File: src/rtl/sar_adc_ctrl.sv
// Successive-approximation ADC controller: drives trial codes to an external
// R2R DAC and resolves one bit per SETTLE+1 cycles from a synchronized comparator.
module sar_adc_ctrl #(
  parameter int WIDTH  = 8,
  parameter int SETTLE = 4
) (
  input  logic             clk,
  input  logic             rst,
  input  logic             start,
  input  logic             abort,
  input  logic             cmp_in,
  output logic [WIDTH-1:0] dac_out,
  output logic [WIDTH-1:0] result,
  output logic             busy,
  output logic             done
);

  localparam int         IW          = (WIDTH > 1) ? $clog2(WIDTH) : 1;
  localparam logic [3:0] SETTLE_LOAD = 4'(SETTLE - 1);
  localparam logic [IW-1:0] TOP_IDX  = IW'(WIDTH - 1);

  typedef enum logic [1:0] {
    S_IDLE   = 2'd0,
    S_SETTLE = 2'd1,
    S_DECIDE = 2'd2,
    S_DONE   = 2'd3
  } state_t;

  state_t            state_r, state_s;
  logic              cmp_meta_r, cmp_sync_r;
  logic [3:0]        cnt_r, cnt_s;
  logic [IW-1:0]     idx_r, idx_s;
  logic [WIDTH-1:0]  dac_r, dac_s;
  logic [WIDTH-1:0]  result_r, result_s;
  logic              busy_r, busy_s;
  logic              done_r, done_s;

  assign dac_out = dac_r;
  assign result  = result_r;
  assign busy    = busy_r;
  assign done    = done_r;

  // Two-flop synchronizer for the asynchronous comparator output.
  always_ff @(posedge clk or posedge rst) begin
    if (rst) begin
      cmp_meta_r <= 1'b0;
      cmp_sync_r <= 1'b0;
    end else begin
      cmp_meta_r <= cmp_in;
      cmp_sync_r <= cmp_meta_r;
    end
  end

  // State, datapath and registered status outputs.
  always_ff @(posedge clk or posedge rst) begin
    if (rst) begin
      state_r  <= S_IDLE;
      cnt_r    <= 4'd0;
      idx_r    <= '0;
      dac_r    <= '0;
      result_r <= '0;
      busy_r   <= 1'b0;
      done_r   <= 1'b0;
    end else begin
      state_r  <= state_s;
      cnt_r    <= cnt_s;
      idx_r    <= idx_s;
      dac_r    <= dac_s;
      result_r <= result_s;
      busy_r   <= busy_s;
      done_r   <= done_s;
    end
  end

  // Next-state and datapath decode; abort takes priority over the bit decision.
  always_comb begin
    state_s  = state_r;
    cnt_s    = cnt_r;
    idx_s    = idx_r;
    dac_s    = dac_r;
    result_s = result_r;
    case (state_r)
      S_IDLE: begin
        dac_s = '0;
        if (start && !abort) begin
          state_s        = S_SETTLE;
          idx_s          = TOP_IDX;
          dac_s[TOP_IDX] = 1'b1;
          cnt_s          = SETTLE_LOAD;
        end else begin
          state_s = S_IDLE;
        end
      end
      S_SETTLE: begin
        if (abort) begin
          state_s = S_IDLE;
          dac_s   = '0;
        end else if (cnt_r == 4'd0) begin
          state_s = S_DECIDE;
        end else begin
          cnt_s = cnt_r - 4'd1;
        end
      end
      S_DECIDE: begin
        if (abort) begin
          state_s = S_IDLE;
          dac_s   = '0;
        end else begin
          dac_s[idx_r] = cmp_sync_r;
          if (idx_r != '0) begin
            dac_s[idx_r - 1'b1] = 1'b1;
            idx_s               = idx_r - 1'b1;
            cnt_s               = SETTLE_LOAD;
            state_s             = S_SETTLE;
          end else begin
            result_s = dac_s;
            state_s  = S_DONE;
          end
        end
      end
      S_DONE: begin
        state_s = S_IDLE;
        dac_s   = '0;
      end
      default: begin
        state_s = S_IDLE;
        dac_s   = '0;
      end
    endcase
  end

  // Status flags are registered from the next state so they align with it.
  always_comb begin
    busy_s = 1'b0;
    done_s = 1'b0;
    case (state_s)
      S_SETTLE: busy_s = 1'b1;
      S_DECIDE: busy_s = 1'b1;
      S_DONE:   done_s = 1'b1;
      default: begin
        busy_s = 1'b0;
        done_s = 1'b0;
      end
    endcase
  end

endmodule

File: config.mk
export PLATFORM = sky130hd
export DESIGN_NAME = sar_adc_ctrl
export DESIGN_NICKNAME = d
export VERILOG_FILES = /design/src/rtl/sar_adc_ctrl.sv
export SDC_FILE = /design/constraint.sdc
export NUM_CORES = 1
export LEC_CHECK = 0
export BUFFER_PORTS_ARGS = -buffer_cell sky130_fd_sc_hd__buf_2
export CAP_MARGIN = 10
export CORE_UTILIZATION = 60
export DETAILED_ROUTE_END_ITERATION = 16
export PLACE_DENSITY = 0.83
export SYNTH_ARGS = -nofsm -noshare
export SYNTH_HDL_FRONTEND = slang
export SYNTH_SLANG_ARGS = --single-unit
File: constraint.sdc
create_clock -name clk -period 5.9 [get_ports clk]
set_clock_uncertainty 0.2 [all_clocks]
set_input_delay 0.59 -clock clk [delete_from_list [all_inputs] [get_ports clk]]
set_output_delay 0.59 -clock clk [all_outputs]
set_load 0.02 [all_outputs]
Word level (Yosys, flattened, before mapping)
Index checks and enable logic that the tools add are counted.
Word-level totals
  register bits: 29
  input port bits: 5
  output and inout bits: 18
  word-level logic and storage cells: 71
Operators by class
  add/subtract/negate cells: 2
  order comparisons: 4
  eq/ne operators: 12
  muxes and demuxes: 28
  bitwise gates (word level): 3
  reduce and logical (&&, ||, !) cells: 13
Operators with widths (count)
  $pmux W8 S4: 1
  $mux W8: 3
  $mux W4: 5
  $ne A2 B2 Y1 const B: 6
  $pmux W4 S3: 1
  $mux W3: 3
  $bwmux W8: 1
  $eq A2 B2 Y1 const B: 4
  $lt A3 B4 Y1 const B: 2
  $mux W2: 4
  $or A8 B8 Y8: 1
  $pmux W2 S4: 1
  $demux W1 S3: 2
  $ge A3 B1 Y1 const B: 2
  $mux W1: 6
  $pmux W3 S2: 1
  $reduce_and A6 Y1: 1
  $reduce_bool A3 Y1: 2
  $eq A2 B1 Y1 const B: 2
  $logic_not A4 Y1: 1
  $reduce_and A4 Y1: 1
  $sub A4 B1 Y4 const B: 1
  $logic_and A1 B1 Y1: 3
  $reduce_and A3 Y1: 1
  6 further kinds: 7

Logic depth before layout (Yosys ltp)
Gate-level depths: netlist of the first run.
  depth in word-level cells: 9
  gate-level depth with buffers: 8
  gate-level depth less buffers: 6

Least setup slack after synthesis of the first run
Ideal clock, no wire load.
  path kind: register to register
  start: reg idx_r[0]
  end: reg dac_r[7] (netlist: dac_out[7])
  library setup time: 0.099 ns
  arrival: 1.704 ns
  path slack: 3.897 ns
  stages on the path, launching flop included: 8
  cells stage by stage: dfrtp_1 -> clkbuf_1 -> inv_1 -> ha_1 -> or3b_1 -> o21ai_2 -> nand3_1 -> a311oi_1
Between the ends
  longest elaborated chain between the ends: 9
Ends and longest elaborated chain
  from (decl): line 32  | logic [IW-1:0] idx_r, idx_s;
  from (signal assigned): line 67  | idx_r <= idx_s;
  $sub A3 B1 Y3 (tied with other cells): line 111  | dac_s[idx_r - 1'b1] = 1'b1;
  $lt A3 B4 Y1 (not written as such) (tied with other cells): line 111
  $logic_and A1 B1 Y1 (not written as such) / $mux W1 (equally long branches): line 111, 109
  $mux W1 (not written as such) / $demux W1 S3 (equally long branches): line 111, 109
  $demux W1 S3 / $bwmux W8 (equally long branches): line 111, 109
  $or A8 B8 Y8 (no line)
  $mux W8 *: line 110  | if (idx_r != '0) begin
  $mux W8 *: line 105  | if (abort) begin
  $pmux W8 S4 *: line 82  | case (state_r)
  to (signal assigned): line 68  | dac_r <= dac_s;
  to (decl): line 33  | logic [WIDTH-1:0] dac_r, dac_s;
Mark *: on every way between the ends. The rest lies on a longest branch, timed or not.
A chain may end at the register's enable or synchronous reset.

Final worst setup path of the first run
Same ends and word-level chain as after synthesis.

==> results list, run 1 <==
- Data on the critical path is required at its endpoint by 5.94 ns.
* DRC violations left: 0
- The synthesized design contains 0 enable-type register cells.
* Total die area: 2850 um2
- Slack of the critical path: 3.52 ns
* Via count: 1323
- Clock latency of the later-clocked register in the worst-skew pair: between 0.3 and 0.4 ns
- The run finished with clean final reports.
* Number of fill cells: 206
- The number of pins exceeding their max-slew limit in the final report was 0.
* Number of nets in the final layout: 190
- Count of final hold-check violations: 0
- Netlist area before placement: approximately 1600 um2
* Final critical path time including I/O delays and setup: 2.38 ns
* Count of buffers from port buffering: 22
- Register Area: 726 um2
- In the synthesized netlist the async set-or-reset flop fraction comes to between 90% and 100%.
- Entering global routing, the biggest net connects 30 pins.
* Number of cell rows: 18
* Leak pwr: 0.844 nW
- The number of antenna violations at the first check in global routing was 0.
- The region available for standard cell placement spans 2480 um2.
- In this run the worst path has a maximum fanout of 18.
* Vias in the first global route: 1210
- Static timing analysis puts the maximum clock frequency at 420 MHz.
- Global routing used between 20% and 30% of the available tracks.
- Setup violations remaining at the end of the flow were counted as 0.
* Pre-CTS worst setup slack: between 3 and 4 ns
* Endpoint arrival time on the critical path: about 2.4 ns
- The number of antenna diodes in the final layout is 0.
- Number of DRC markers after the initial detailed-route iteration: 54
- Yosys top cell area share: a little under half
- For this configuration, the core starts out at a cell density of 64.0%.
- Crit. End Element: flop
- TritonCTS built the clock tree.
* Sequential-to-total area share from yosys stat: 45.7%
* Total of warnings raised by yosys: 0
- Clock edge transition at the registers on the reported setup and hold paths: around 0.08 ns
- DPL Wire Length: 2.34 mm
- Buffer cell driving the clock tree root: sky130_fd_sc_hd__clkbuf_4
* Number of buffers added by the clock tree synthesis step: 5
* Register bit count reported by yosys: 29
* Setup crit start kind: flop
- Global placer's final weighted congestion: 0.896
- DIE WIDTH: 53.4 um
- Synthesis produced between 150 and 200 cells.
- Unrepaired setup endpoints after global routing: no
* Cell type contributing the most total cell area after synthesis: sky130_fd_sc_hd__dfrtp_1
* Sink count of the clock tree: 29
* Synth top area cells: sky130_fd_sc_hd__dfrtp_1 (46%), sky130_fd_sc_hd__ha_1 (3.9%), sky130_fd_sc_hd__nand3_1 (3.8%), sky130_fd_sc_hd__o21ai_0 (3.8%), sky130_fd_sc_hd__mux2i_1 (3.2%)
- The area growth from synthesis to layout is 8.75%.
- The final layout contains routed wiring with a total length of about 3.3 mm.
- The netlist uses 43 different library cells.
- In this run the number of H-tree levels came out at 2.
* Worst VDD drop: 191 uV
- From bottom edge to top edge, the die measures 53.4 um.
- After layout, the worst path uses 40.4% of the clock period.
* Critical path class: reg -> reg
- Total of cells resized after clock tree synthesis: 0
- For the pin with the worst max-slew slack, the measured transition is 1.08 ns.
- Top library cells by usage in the layout, fill and taps aside: sky130_fd_sc_hd__dfrtp_1 (29), sky130_fd_sc_hd__buf_2 (22), sky130_fd_sc_hd__o21ai_0 (12), sky130_fd_sc_hd__nand3_1 (12), sky130_fd_sc_hd__nand2_1 (10)
- The first TritonRoute pass finished after 4 iterations.
- Predominant post-synthesis flop cell: sky130_fd_sc_hd__dfrtp_1
- Normalized max-slew margin: 27.8%
- The first global-routing pass estimated 5.41 mm of wire.
- Number of maximum-capacitance violations: 0
- Setup TNS: 0 ns
* Most common library cell in the layout ignoring fill and taps: sky130_fd_sc_hd__dfrtp_1
- Final routed wire length divided by cell count: 15.8 um
- Number of nets produced by synthesis: about 170
- Summing all multi-input logic gate instances after layout gives 769 um2.
- Antenna viol nets, final: 0
* Fraction of layout instances using a drive strength above 1: 19.3%
- Via-per-instance ratio: roughly 6.3
- Worst Hold Class: reg -> reg
- Cts-stage hold buffer count: 0
* Clock buffer depth: 2
- Power per cell area: 221 nW/um2
* Total I/O pin count: 23
- After clock tree synthesis, the setup repair step added 0 buffers.
- The average instance in the mapped netlist occupies 9.85 um2.
- Global-route congestion overflow total: 0
## synth_stat cells (2+ instances only)
library cell,number
sky130_fd_sc_hd__a21oi_1,8
sky130_fd_sc_hd__a311oi_1,2
sky130_fd_sc_hd__a31oi_1,2
sky130_fd_sc_hd__buf_2,4
sky130_fd_sc_hd__buf_6,2
sky130_fd_sc_hd__clkbuf_1,3
sky130_fd_sc_hd__dfrtp_1,29
sky130_fd_sc_hd__ha_1,5
sky130_fd_sc_hd__inv_1,9
sky130_fd_sc_hd__mux2_2,3
sky130_fd_sc_hd__mux2i_1,5
sky130_fd_sc_hd__nand2_1,10
sky130_fd_sc_hd__nand2b_1,5
sky130_fd_sc_hd__nand3_1,12
sky130_fd_sc_hd__nand3b_1,3
sky130_fd_sc_hd__nor2_1,8
sky130_fd_sc_hd__nor2b_1,3
sky130_fd_sc_hd__nor3_1,4
sky130_fd_sc_hd__nor3b_1,4
sky130_fd_sc_hd__o211ai_1,4
sky130_fd_sc_hd__o21a_1,2
sky130_fd_sc_hd__o21ai_0,12
sky130_fd_sc_hd__or3b_1,2
## state kept, by name, indices dropped and copies added, names as in the netlist
signal	flops
dac_out	8
done	1
result	8
cmp_sync_r	1
busy	1
state_r	2
cmp_meta_r	1
cnt_r	4
idx_r	3
## power breakdown
part | switching (mW) | internal, mW
sequential | 0.0128 | 0.208
combinational | 0.0305 | 0.0185
clock | 0.0642 | 0.0473
## cell families (layout without fill, tap and decap cells)
kind of cell | Yosys count | in the layout | synth area share, %
fa+ha+maj | 5 | 5 | 3.94
simple gates | 57 | 57 | 20.5
mux | 9 | 9 | 6.23
compound gates | 41 | 41 | 17.3
buf+inv | 19 | 39 | 5.76
xor+xnor | 1 | 1 | 0.552
flops | 29 | 29 | 45.7
## worst paths after layout
check / startpoint / to / slack, ns / depth (start not counted)
max: idx_r[0] / dac_out[7] / 3.52 / 6
min: cmp_meta_r / cmp_sync_r / 0.16 / 0
max reg2reg: idx_r[0] / dac_out[7] / 3.52 / 6
min reg2reg: cmp_meta_r / cmp_sync_r / 0.16 / 0
max in group asynchronous: rst / dac_out[6] / 4.53 / 2
min in group asynchronous: rst / result[7] / 0.32 / 2
## layout make-up
cell class,instances,share of cell area (%)
Timing Repair Buffer,22,6.38
Inverter,9,1.96
Clock buffer,8,2.83
Multi-Input combinational cell,113,44.6
Tap cell,30,2.18
Sequential cell,29,42.1
## critical path, stage by stage, from the launching register on
cell and delay (ns):
sky130_fd_sc_hd__dfrtp_1 0.67, sky130_fd_sc_hd__inv_1 0.22, sky130_fd_sc_hd__ha_1 0.30, sky130_fd_sc_hd__or3b_1 0.41, sky130_fd_sc_hd__o21ai_2 0.11, sky130_fd_sc_hd__nand3_1 0.11, sky130_fd_sc_hd__a311oi_1 0.27
## routing by layer
metal | vias up | routed length (um) | GRT usage, %
li1 | 617 | - | -
met1 | 638 | 1430 | 34.4
met2 | 53 | 1590 | 41.7
met5 | - | 0 | 0
met4 | 0 | 89 | 18.0
met3 | 15 | 236 | 7.18
## per-stage QoR
step | util, % | std cells | hold slack [ns] | area [um2] | total power [mW]
final | 69.6 | 211 | 0.158 | 1730 | 0.381
after global routing | 69.6 | 211 | 0.147 | 1730 | 0.401
after CTS | 69.6 | 211 | 0.151 | 1730 | 0.384
after detailed placement | 67.7 | 203 | 0.141 | 1680 | 0.273
after global placement | 67.7 | 203 | 0.138 | 1680 | 0.269
after floorplan | - | 161 | 0.131 | 1590 | 0.260
Power figures use the tool's default switching activity.
==> inputs of run 2 (changes only) <==
- CORE_UTILIZATION: 60 -> 56
- PLACE_DENSITY: 0.83 -> 0.78
- clock period: 5.9 -> 2.3 ns (I/O delays scaled with it)
==> results list, run 2 (synthesis results as in run 1) <==
- DPL Wire Length: 2.39 mm
- Most common library cell in the layout ignoring fill and taps: sky130_fd_sc_hd__dfrtp_1
* Min-Delay Path Depth: 2
* Normalized max-slew margin: 68.8%
* Chip Height: ~55 um
* Total routing resource utilization after global routing: ~24%
* Final critical path time including I/O delays and setup: 2.04 ns
- The tool flagged a number of max-cap violations equal to 0.
- Total of cells resized after clock tree synthesis: 0
- Required time of the worst setup path: between 2 and 2.5 ns
- Unrepaired setup endpoints after global routing: no
- Dividing the final minimum period by the clock period gives 88.7%.
- Setup total negative slack on the finished layout was measured at 0 ns.
- Worst VDD drop: 426 uV
- Vias in the first global route: 1190
- The analysis attributes to cell leakage a power of 0.866 nW.
- After the first detailed-routing iteration, the DRC count stood at 54.
- In this run the number of H-tree levels came out at 2.
* Critical Path Slowest Stage Cell: sky130_fd_sc_hd__dfrtp_1
- At the worst endpoint, the arrival time is 2.07 ns.
- Number of pins exceeding their max-slew limit in the final report: 0
- After routing the design area is 1770 um2.
- TritonCTS built the clock tree.
* Total die area: 3050 um2
- In this run, post-CTS hold repair placed 2 buffers.
- Routed wire length on met3: ~180 um
* Final wirelength: ~3.4 mm
- In this run the worst path has a maximum fanout of 10.
- For this design the ratio of total power to cell area is 573 nW/um2.
- The floorplan step defined a core boundary enclosing 2570 um2.
- Signed area change from the synthesized netlist to the final layout: 11.4%
- Once layout is complete, the cells apart from fillers number approximately 210.
- Number of buffers added by the clock tree synthesis step: 5
- The count of buffers added on input and output ports is 22.
- Antenna viol nets, final: 0
- Worst Hold Class: in -> reg
- The later pin in the worst-skew pair is clocked with a latency of 0.33 ns.
- Total I/O pin count: 23
- The worst register-to-register path begins at idx_r[1].
* Clock buffer depth: 2
* DRC violations left: 0
- After clock tree synthesis, the clock-pin slew on the worst setup and hold paths is 0.09 ns.
- Initial standard-cell utilization of the core: about three fifths
- At the pin with the least slew margin, the transition time is 0.468 ns.
- Sink count of the clock tree: 29
- Diodes inserted: 0
- Sequence of cells on the critical path: inv_1, ha_1, and2b_1, o311ai_2, nor2_1, a311oi_1
- Setup crit start kind: flop
- Sum of routed wire segments on met1: around 1.5 mm
* Top library cells by usage in the layout, fill and taps aside: sky130_fd_sc_hd__dfrtp_1 (29), sky130_fd_sc_hd__buf_2 (22), sky130_fd_sc_hd__o21ai_0 (12), sky130_fd_sc_hd__nand3_1 (12), sky130_fd_sc_hd__nand2_1 (10)
- Timing would allow up to 490 MHz.
* Number of nets in the final layout: 194
- The root buffer cell chosen for the clock tree is sky130_fd_sc_hd__clkbuf_4.
- Logic depth of the worst register-to-register path: 6
- Outcome: complete, no violations
- The congestion estimate from routability-driven global placement came to between 0.9 and 1.
- After detailed routing, the average wire length per cell comes to 15.9 um.
- Global-route congestion overflow total: 0
- Setup violations remaining at the end of the flow were counted as 0.
- For this run, the detailed router's first-pass iteration total came to 4.
- Worst min-delay path endpoint: dac_out[7]
* Critical path class: reg -> reg
- Number of cell rows: 18
- FF-to-FF End: cnt_r[1]
- The number of antenna violations at the first check in global routing came to 0.
- First-pass GRT wire length: a little under 6 mm
- Via count: 1288
* Crit-path max cell delay: 0.51 ns
- Across all register-to-register paths, the minimum setup slack is around 0.26 ns.
- Highest metal used: met4
* Area of placed instances: 1690 um2
- Count of final hold-check violations: 0
* Placed Cells: just over 200
* DIE WIDTH: 55.2 um
* Worst hold start: abort
- Once layout is complete, the utilization of the core stands at 68.8%.
- After detailed routing, the number of vias per cell comes to about 6.
* CP Launch Point: idx_r[1]
- Min Hold Slack: 0.0698 ns
- Post-CTS Repair Setup Buffers: 0
- Entering global routing, the biggest net connects 30 pins.
- After detailed routing, the met2 layer carries 1.66 mm of wire.
- STA classifies the critical path endpoint as a flop.
- Fraction of layout instances using a drive strength above 1: 20.7%
==> run 2: worst max path at each step <==
stage / to / depth (start not counted)
2_1_floorplan: dac_out[7] / 7
3_3_place_gp: cnt_r[1] / 6
3_5_place_dp: cnt_r[1] / 6
4_1_cts: cnt_r[1] / 6
5_1_grt: cnt_r[1] / 6
6_report: cnt_r[1] / 6
==> run 2: area by class of cell <==
| type | count | area (um2) |
|---|---|---|
| inverters | 9 | 33.8 |
| fillers | 211 | 801 |
| repair buffers | 26 | 145 |
| clock buffers | 7 | 55.1 |
| flip-flops and latches | 29 | 726 |
| multi-input cells | 113 | 769 |
| well taps | 30 | 37.5 |
==> run 2: per-layer routing <==
metal  GRT usage (%)  up-vias
met2            38.0       43
met5               0        -
met4            9.64        0
met1            32.9      612
li1                -      623
met3            5.62       10
==> run 2: through the flow <==
| stage | total power, mW | worst slack [ns] |
|---|---|---|
| global placement | 0.693 | 0.394 |
| detailed placement | 0.703 | 0.300 |
| global route | 1.06 | 0.102 |
| finish | 1.01 | 0.261 |
| floorplan | 0.667 | 0.297 |
| CTS | 1.01 | 0.280 |
==> run 2: worst max-delay path, delay by kind of cell, from the launching register on <==
kind                     cells  cell delay [ns]
buffers and inverters        1             0.11
AND/OR/NAND/NOR              2             0.31
adder cells (fa/ha/maj)      1             0.24
flip-flops                   1             0.51
AO/OA/AOI/OAI                2             0.59
==> run 2: power breakdown <==
part	internal [mW]	leakage, nW	switching [mW]	total [mW]
clock	0.144	0.0314	0.172	0.316
combinational	0.0513	0.461	0.0817	0.133
sequential	0.533	0.374	0.0294	0.563
total	0.729	0.866	0.283	1.01
==> inputs of run 3 (changes only) <==
- ABC_AREA: default -> 1
- PLACE_DENSITY: 0.78 -> 0.79
==> results list, run 3 <==
- The most common cell in the synthesized netlist is sky130_fd_sc_hd__nand2_1.
- Leaving out fill and tap cells, the most frequent cell in the layout is sky130_fd_sc_hd__nand2_1.
- The number of antenna violations at the first check in global routing was 0.
- The region available for standard cell placement spans 2540 um2.
- For the pin with the worst max-slew slack, the measured transition is 0.369 ns.
* Outcome: complete, no violations
- By count the netlist is led by sky130_fd_sc_hd__nand2_1 (79), sky130_fd_sc_hd__dfrtp_1 (29), sky130_fd_sc_hd__inv_1 (22).
- Vias in the first global route: about 1200
* Diodes inserted: 0
- Along the worst path, the maximum fanout reaches 17.
* Initial standard-cell utilization of the core: 61.0%
- Total die area: 2980 um2
* Synth top area cells: sky130_fd_sc_hd__dfrtp_1 (47%), sky130_fd_sc_hd__nand2_1 (19%), sky130_fd_sc_hd__nand3_1 (6.1%), sky130_fd_sc_hd__o21ai_0 (6.1%), sky130_fd_sc_hd__inv_1 (5.3%)
- Of the total power, the share spent switching nets is 46.7%.
- First-pass GRT wire length: 5.22 mm
* Top library cells by usage in the layout, fill and taps aside: sky130_fd_sc_hd__nand2_1 (79), sky130_fd_sc_hd__dfrtp_1 (29), sky130_fd_sc_hd__inv_1 (22), sky130_fd_sc_hd__buf_2 (22)
* Clock latency of the later-clocked register in the worst-skew pair: 0.33 ns
- After synthesis, the largest area contributor takes up 46.8% of total cell area.
- Global-route congestion overflow total: 0
- Clock tree from TritonCTS: yes
* DRC violations left: 0
- The netlist uses 20 different library cells.
* FF-to-FF End: busy
- The average instance in the mapped netlist occupies 7.57 um2.
- Crit. End Element: flop
- Instance count of the mapped netlist: 205
- Final routed wire length divided by cell count: ~12 um
* H-tree lvl count: 2
- Fraction of layout instances using a drive strength above 1: 16.1%
* Netlist area before placement: around 1600 um2
- Final wirelength: 3.30 mm
- The tool flagged a number of max-cap violations equal to 0.
- The most critical setup path has its startpoint at idx_r[0].
- From left edge to right edge, the die measures around 55 um.
- Buffer cell driving the clock tree root: sky130_fd_sc_hd__clkbuf_4
* DPL Wire Length: 2.40 mm
* Predominant post-synthesis flop cell: sky130_fd_sc_hd__dfrtp_1
- The internal portion of the total power is 1.05 mW.
* Unrepaired setup endpoints after global routing: no
- Total of warnings raised by yosys: 0
- Worst VDD drop: between 900 and 1000 uV
* Leak pwr: 1.04 nW
* Logic depth of the worst register-to-register path: 7
- Counting tap cells, the placed design contains a total of 256 instances.
- Global routing used between 20% and 30% of the available tracks across all layers.
- The floorplan has 18 rows.
- The pre-antenna-repair detailed-routing pass consisted of 4 iterations.
- Leaving out filler cells and counting taps, the final layout contains roughly 270.
* Number of nets in the final layout: 246
- The path with the worst hold slack has its endpoint at state_r[1].
- Combinational logic is responsible for a little under half of the overall power.
* Count of final hold-check violations: 0
- Final critical path time including I/O delays and setup: 2.12 ns
- Antenna viol nets, final: 0
* Required time of the worst setup path: 2.32 ns
- Signed area change from the synthesized netlist to the final layout: 14.8%
- Synthesis produced a netlist with a net count of about 220.
* Number of buffers added by the clock tree synthesis step: 5
* Reg-to-reg startpoint: idx_r[0]
* Cell type contributing the most total cell area after synthesis: sky130_fd_sc_hd__dfrtp_1
- The number of pins exceeding their max-slew limit in the final report is 0.
* Total I/O pin count: 23
- The path class of the tightest hold or removal check is in -> reg.
* Power per cell area: 1100 nW/um2
* Power dissipated by switching net loads: a little over 900 uW
- Endpoint arrival time on the critical path: between 2 and 2.5 ns
- Measured along the y axis, the die boundary spans about 55 um.
- Max Clock Freq: 473 MHz
- The synthesized design contains 0 enable-type register cells.
- STA classifies the critical path startpoint as a flop.
- Entering global routing, the biggest net connects 30 pins.
* Flop2flop setup slack: ~0.18 ns
- Final setup vio count: 0
- Summing over every cut layer, the via total after detailed routing is approximately 1400.
* Clock edge transition at the registers on the reported setup and hold paths: approximately 0.1 ns
* Clock Power Share: ~16%
* Sequential share of power: 37.0%
- In the routed layout, each cell is associated on average with a via count of 5.30.
- In this run, synthesis produced a sequential element count of 29.
- Worst hold start: abort
* Sink count of the clock tree: 29
- Routability-driven placement finished with a final weighted congestion of 0.929.
- The clock passes through at most 2 buffers.
* Number of DRC markers after the initial detailed-route iteration: 29
- Share of synthesized registers carrying an async set or reset: 100%
- The share of the Yosys chip area taken by registers is 46.8%.
- Post-layout util: 70.0%
- Normalized max-slew margin: between 70% and 80%
- Setup total negative slack on the finished layout was measured at 0 ns.
* Count of buffers from port buffering: 22
- The critical path is of the reg -> reg type.
- Final cycle utilization of the critical path: 92.0%
* Min-Delay Path Depth: 2
run 3: worst max-delay path: stages (launching register included):
cell and delay (ns):
sky130_fd_sc_hd__dfrtp_1 0.46, sky130_fd_sc_hd__inv_1 0.23, sky130_fd_sc_hd__ha_1 0.24, sky130_fd_sc_hd__inv_1 0.06
sky130_fd_sc_hd__nor2_2 0.24, sky130_fd_sc_hd__nand2_4 0.16, sky130_fd_sc_hd__o31ai_1 0.13, sky130_fd_sc_hd__ha_1 0.29
run 3: cell type report:
class / count / area, um2
fill: 221 / 763
multi-input combinational: 151 / 726
clock inverter: 1 / 7.51
tap: 30 / 37.5
inverter: 23 / 86.3
sequential: 29 / 726
clock buffer: 6 / 51.3
timing repair buffer: 26 / 148
run 3: repair_timing:
item	4_1_cts	5_1_grt
hold buffers	3	0
gates resized for setup	0	1
endpoints found under the setup margin	0	1
hold endpoints to repair	31	0
buffers inserted	0	0
run 3: power groups by stage:
stage	registers (mW)	clock network (mW)	logic [mW]
2_1_floorplan	0.722	0	0.694
4_1_cts	0.719	0.322	0.911
6_report	0.726	0.318	0.919
3_5_place_dp	0.729	0	0.902
5_1_grt	0.742	0.339	1.06
3_3_place_gp	0.717	0	0.871
run 3: cell families (layout without fill, tap and decap cells):
kind of cell | Yosys count | in the layout | share of synthesized area, %
compound gates | 25 | 25 | 8.39
xor+xnor | 1 | 1 | 0.565
fa+ha+maj | 5 | 5 | 4.03
buf+inv | 25 | 56 | 6.61
flops | 29 | 29 | 46.8
simple gates | 120 | 120 | 33.6
run 3: stage by stage:
step | worst slack [ns] | hold WS [ns] | cell area (um2) | total power, mW
floorplan | 0.329 | 0.0614 | 1550 | 1.42
global placement | 0.296 | 0.107 | 1690 | 1.59
detailed placement | 0.0837 | 0.121 | 1690 | 1.63
CTS | 0.0692 | 0.0899 | 1780 | 1.95
global route | 0.0374 | 0.113 | 1780 | 2.14
finish | 0.184 | 0.100 | 1780 | 1.96
run 3: metal layers:
layer | global-route usage, % | wire (um) | vias to the layer above
met3 | 7.50 | 139 | 9
met2 | 44.4 | 1630 | 39
met1 | 28.3 | 1430 | 651
li1 | - | - | 712
met4 | 14.5 | 109 | 0
met5 | 0 | 0 | -
run 3: how the worst max path moves through the flow:
| stage | cells past startpoint | endpoint | slack (ns) |
|---|---|---|---|
| floorplan | 8 | busy | 0.33 |
| global placement | 7 | busy | 0.30 |
| detailed placement | 7 | busy | 0.08 |
| CTS | 7 | busy | 0.07 |
| global route | 7 | busy | 0.04 |
| finish | 7 | busy | 0.18 |
